File: src/rtl/data_ram_master_pkg.sv
// Shared state encoding, default constants and helpers for the data RAM master.
`timescale 1ns/1ps
package data_ram_master_pkg;

    typedef enum logic [2:0] {
        IDLE   = 3'd0,
        WRITE  = 3'd1,
        RD_REQ = 3'd2,
        RD_CAP = 3'd3,
        RD_REL = 3'd4,
        RESP   = 3'd5
    } state_t;

    localparam int DEFAULT_TIMEOUT = 16;

    // Bits needed to hold counts 0 .. maxCount-1.
    function automatic int cntWidth(input int maxCount);
        return (maxCount <= 2) ? 1 : $clog2(maxCount);
    endfunction

endpackage

File: src/rtl/data_ram_master_timeout.sv
// Clearable saturating cycle counter; expired_o is high once TIMEOUT-1 is reached.
`timescale 1ns/1ps
module data_ram_master_timeout
    import data_ram_master_pkg::*;
#(
    parameter int TIMEOUT = DEFAULT_TIMEOUT
) (
    input  logic clk_i,
    input  logic rst_ni,
    input  logic clear_i,
    input  logic count_en_i,
    output logic expired_o
);

    localparam int CW = cntWidth(TIMEOUT);
    localparam logic [CW-1:0] LAST = CW'(TIMEOUT - 1);

    logic [CW-1:0] count_q, count_d;

    // Clear has priority so a new load always starts from zero.
    always_comb begin
        count_d = count_q;
        if (clear_i) begin
            count_d = '0;
        end else if (count_en_i && (count_q != LAST)) begin
            count_d = count_q + CW'(1);
        end
    end

    always_ff @(posedge clk_i or negedge rst_ni) begin
        if (!rst_ni) begin
            count_q <= '0;
        end else begin
            count_q <= count_d;
        end
    end

    assign expired_o = (count_q == LAST);

endmodule

File: src/rtl/data_ram_master.sv
// Load/store initiator for the data RAM. Define DATA_RAM_MASTER_TIMEOUT_EN to bound
// the wait for dataReady and report rsp_err on expiry.
`timescale 1ns/1ps
module data_ram_master
    import data_ram_master_pkg::*;
#(
    parameter int width   = 8,
    parameter int length  = 8,
    parameter int TIMEOUT = DEFAULT_TIMEOUT
) (
    input  logic              clk,
    input  logic              clr,
    input  logic              req_valid,
    output logic              req_ready,
    input  logic              req_write,
    input  logic [length-1:0] req_addr,
    input  logic [width-1:0]  req_wdata,
    output logic              rsp_valid,
    input  logic              rsp_ready,
    output logic [width-1:0]  rsp_rdata,
    output logic              rsp_err,
    output logic              busy,
    output logic              ram_writeEnable,
    output logic              ram_readEnable,
    output logic [length-1:0] ram_addr,
    output logic [length-1:0] ram_readAddr,
    output logic [width-1:0]  ram_writeData,
    input  logic              ram_dataReady,
    input  logic [width-1:0]  ram_readData
);

    state_t            state_q;
    logic              req_ready_q, rsp_valid_q, rsp_err_q, busy_q;
    logic              we_q, re_q;
    logic [width-1:0]  rsp_rdata_q, wdata_q;
    logic [length-1:0] waddr_q, raddr_q;
    logic              accept;
    logic              expired;

    assign accept = (state_q == IDLE) && req_valid && req_ready_q;

`ifdef DATA_RAM_MASTER_TIMEOUT_EN
    data_ram_master_timeout #(.TIMEOUT(TIMEOUT)) u_timeout (
        .clk_i      (clk),
        .rst_ni     (clr),
        .clear_i    (accept),
        .count_en_i (state_q == RD_REQ),
        .expired_o  (expired)
    );
`else
    assign expired = 1'b0;
`endif

    always_ff @(posedge clk or negedge clr) begin
        if (!clr) begin
            state_q     <= IDLE;
            req_ready_q <= 1'b1;
            rsp_valid_q <= 1'b0;
            rsp_err_q   <= 1'b0;
            busy_q      <= 1'b0;
            we_q        <= 1'b0;
            re_q        <= 1'b0;
            rsp_rdata_q <= '0;
            wdata_q     <= '0;
            waddr_q     <= '0;
            raddr_q     <= '0;
        end else begin
            case (state_q)
                IDLE: begin
                    if (accept) begin
                        req_ready_q <= 1'b0;
                        busy_q      <= 1'b1;
                        waddr_q     <= req_addr;
                        raddr_q     <= req_addr;
                        wdata_q     <= req_wdata;
                        if (req_write) begin
                            we_q    <= 1'b1;
                            state_q <= WRITE;
                        end else begin
                            re_q    <= 1'b1;
                            state_q <= RD_REQ;
                        end
                    end
                end
                WRITE: begin
                    we_q        <= 1'b0;
                    rsp_rdata_q <= '0;
                    rsp_err_q   <= 1'b0;
                    rsp_valid_q <= 1'b1;
                    state_q     <= RESP;
                end
                RD_REQ: begin
                    // A dataReady arriving on the expiry cycle still completes the load.
                    if (ram_dataReady) begin
                        state_q <= RD_CAP;
                    end else if (expired) begin
                        re_q        <= 1'b0;
                        rsp_rdata_q <= '0;
                        rsp_err_q   <= 1'b1;
                        rsp_valid_q <= 1'b1;
                        state_q     <= RESP;
                    end
                end
                RD_CAP: begin
                    rsp_rdata_q <= ram_readData;
                    rsp_err_q   <= 1'b0;
                    re_q        <= 1'b0;
                    state_q     <= RD_REL;
                end
                RD_REL: begin
                    if (!ram_dataReady) begin
                        rsp_valid_q <= 1'b1;
                        state_q     <= RESP;
                    end
                end
                RESP: begin
                    if (rsp_ready) begin
                        rsp_valid_q <= 1'b0;
                        busy_q      <= 1'b0;
                        req_ready_q <= 1'b1;
                        state_q     <= IDLE;
                    end
                end
                default: begin
                    state_q     <= IDLE;
                    req_ready_q <= 1'b1;
                    rsp_valid_q <= 1'b0;
                    busy_q      <= 1'b0;
                    we_q        <= 1'b0;
                    re_q        <= 1'b0;
                end
            endcase
        end
    end

    assign req_ready       = req_ready_q;
    assign rsp_valid       = rsp_valid_q;
    assign rsp_rdata       = rsp_rdata_q;
    assign rsp_err         = rsp_err_q;
    assign busy            = busy_q;
    assign ram_writeEnable = we_q;
    assign ram_readEnable  = re_q;
    assign ram_addr        = waddr_q;
    assign ram_readAddr    = raddr_q;
    assign ram_writeData   = wdata_q;

endmodule

File: config.mk
export PLATFORM = sky130hd
export DESIGN_NAME = data_ram_master
export DESIGN_NICKNAME = d
export VERILOG_FILES = /design/src/rtl/data_ram_master_pkg.sv /design/src/rtl/data_ram_master_timeout.sv /design/src/rtl/data_ram_master.sv
export SDC_FILE = /design/constraint.sdc
export NUM_CORES = 1
export LEC_CHECK = 0
export BUFFER_PORTS_ARGS = -buffer_cell sky130_fd_sc_hd__buf_2
export CORE_ASPECT_RATIO = 0.7
export CORE_UTILIZATION = 44
export DETAILED_ROUTE_END_ITERATION = 6
export GPL_TIMING_DRIVEN = 0
export PLACE_DENSITY = 0.8
export SLEW_MARGIN = 10
export SYNTH_ARGS = -nofsm -noshare
export SYNTH_HDL_FRONTEND = slang
export SYNTH_SLANG_ARGS = --single-unit
File: constraint.sdc
create_clock -name clk -period 1.99 [get_ports clk]
set_clock_uncertainty 0.1 [all_clocks]
set_input_delay 0.0995 -clock clk [delete_from_list [all_inputs] [get_ports clk]]
set_output_delay 0.0995 -clock clk [all_outputs]
set_load 0.01 [all_outputs]
==> results.json <==
{
  "status": "finished clean",
  "rows": 16,
  "p_switching_mw": 0.947,
  "clock-sinks": 32,
  "final_antenna_net_count": 0,
  "swShare": 0.344,
  "die_w_um": 70.4,
  "detailed_place.area_sq_um": 1820,
  "io_pins": 68,
  "crit_path_start_kind": "flop",
  "p_int_mw": 1.80,
  "grt.overflow.total": 0,
  "peakVddDrop_v": 0.000830,
  "clk_latency_ns": 0.27,
  "post-route-min-period_ns": 1.77,
  "syn_to_final_growth_pct": 49.5,
  "power_leakage_nw": 1.11,
  "required_ns": 2.04,
  "die-area_sq_um": 3510,
  "drive_gt1_frac": 0.464,
  "grt_max_degree": 33,
  "relSlewSlack": 0.537,
  "dr.pass1.iters": 4,
  "layout.cells.most_common": "buf_2",
  "nets": 251,
  "synth_nets": 152,
  "ys_types": 29,
  "syn-cell-area_sq_um": 1440,
  "hpwl_um": 2260,
  "grt_pass1_vias": 1243,
  "pwr-share-clk": 0.161,
  "fmax_mhz": 566,
  "die_h_um": 49.9,
  "final_cell_area_sq_um": 2150,
  "drv_slew": 0,
  "rsz0062_at_grt": "no",
  "cts_made_buffers": 5,
  "path_class": "flop to flop",
  "cp-end-kind": "flop",
  "yosysWarningCount": 0,
  "num_vias": 1224,
  "cts.path.max_buffers": 2,
  "antenna_cells": 0,
  "wl_per_cell_um": 13.1,
  "antenna_found_initial": 0,
  "start_util": 0.490,
  "worstMarginPinSlew_ns": 0.694,
  "cellPowerDensity_nw_per_um2": 1280,
  "grt_pass1_wl_um": 5510,
  "arrival_ns": 1.82,
  "synth-seq-area-share": 0.556,
  "clk_pin_slew_ns": 0.06,
  "final_cells": 256,
  "min_path_type": "primary input to flop",
  "syn_avg_cell_area_sq_um": 11.9,
  "fin_tns_setup_ns": 0,
  "min_period_over_period": 0.888,
  "synth_edf_count": 0,
  "core_area_sq_um": 2940,
  "pwr-share-comb": 0.447,
  "htree_levels": 2,
  "critPathMaxFanout": 10,
  "pwr-share-seq": 0.392,
  "maxCapViolCount": 0,
  "wirelength_um": 3360,
  "syn_inst": 121,
  "io_buffers": 66,
  "ys_ff_latch": 32,
  "hold_viol_final": 0,
  "final_cell_mix": "buf_2, dfrtp_1, dlygate4sd3_1",
  "setup_viol": 0,
  "clock-root-buffer": "clkbuf_8",
  "cts_tree": "built",
  "drc": 0,
  "grt_usage": 0.209,
  "synthFlopType": "dfrtp_1",
  "dp.cells": 223,
  "vias_per_cell": 4.78,
  "drtIter0Drc": 12,
  "globalplace.congestion": 0.856,
  "async_reset_ff_frac": 1.00
}
==> kinds of logic (layout without fill, tap and decap cells) <==
kind of cell,Yosys count,count (layout),share of synthesized area
and+or+nand+nor,31,31,0.103
other,1,1,0.00260
AOI/OAI and AO/OA,24,24,0.101
muxes,16,16,0.151
buffers and inverters,16,115,0.0773
adders and majority gates,1,1,0.00868
DFF,32,32,0.556
==> per-layer routing <==
metal	track usage	up-vias	share of wire
met4	0.100	0	0.028
met2	0.387	47	0.52
li1	-	600	-
met5	0	-	0
met1	0.219	566	0.41
met3	0.0593	11	0.049
==> final cells by class <==
type / count / area [sq um]
clock inverter: 1 / 5.00
inverter: 3 / 11.3
buffer: 13 / 100
tap: 36 / 45.0
clock buffer: 6 / 72.6
timing repair buffer: 92 / 591
fill: 209 / 788
sequential: 32 / 802
multi-input combinational: 73 / 528
==> power by group through the flow <==
stage	sequential, mW	combinational [mW]	clock [mW]
CTS	1.07	1.23	0.461
floorplan	1.17	0.656	0
finish	1.08	1.23	0.444
global placement	1.06	1.16	0
global route	1.11	1.33	0.498
detailed placement	1.08	1.19	0
==> flip-flops by register name (all words and copies together) (netlist names) <==
signal / flops
ram_writeEnable: 1
req_ready: 1
rsp_rdata: 8
busy: 1
ram_writeData: 8
state_q: 3
rsp_valid: 1
ram_readEnable: 1
ram_readAddr: 8
==> critical path: stages, from the launching register on <==
cell	delay [ns]
dfrtp_1	0.45
or3_4	0.44
nor2_8	0.17
buf_12	0.17
mux2_4	0.32
==> repair_timing <==
| item | 4_1_cts | 5_1_grt |
|---|---|---|
| hold endpoints to repair | 55 | 1 |
| hold buffers | 25 | 1 |
| gates resized for setup | 0 | 0 |
| buffers inserted | 0 | 0 |
==> cell usage after synthesis (2+ instances only) <==
cell type	n	area (sq um)
clkbuf_1	2	7.51
nor2_1	4	15.0
a31oi_1	2	12.5
nand2b_1	2	12.5
a21oi_1	4	20.0
mux2_2	6	67.6
o21ai_0	10	50.1
nand2_1	21	78.8
dfrtp_1	31	776
inv_1	3	11.3
mux2_4	10	150
buf_4	9	67.6
==> worst paths after layout <==
path                                           from                           end  slack, ns  cells past startpoint
max                          state_q[0]$_DFFE_PN0P_  ram_writeData[0]$_DFFE_PN0P_       0.22                      4
min                                       rsp_ready        state_q[0]$_DFFE_PN0P_       0.06                      4
max reg2reg                  state_q[0]$_DFFE_PN0P_  ram_writeData[0]$_DFFE_PN0P_       0.22                      4
min reg2reg                rsp_rdata[2]$_DFFE_PN0P_      rsp_rdata[2]$_DFFE_PN0P_       0.38                      2
max in group asynchronous                       clr      rsp_rdata[3]$_DFFE_PN0P_       1.03                      2
min in group asynchronous                       clr              busy$_DFFE_PN0P_       0.30                      2
==> metrics by stage <==
stage | utilization | power (mW) | hold slack (ns) | setup WS (ns)
floorplan | - | 1.82 | -0.296 | 0.341
global placement | 0.617 | 2.22 | 0.0710 | 0.260
detailed placement | 0.617 | 2.26 | 0.0838 | 0.235
CTS | 0.729 | 2.76 | 0.00147 | 0.224
global route | 0.732 | 2.95 | 0.0730 | 0.181
finish | 0.732 | 2.75 | 0.0567 | 0.223
Note: power is estimated with default switching activity, not from simulation.
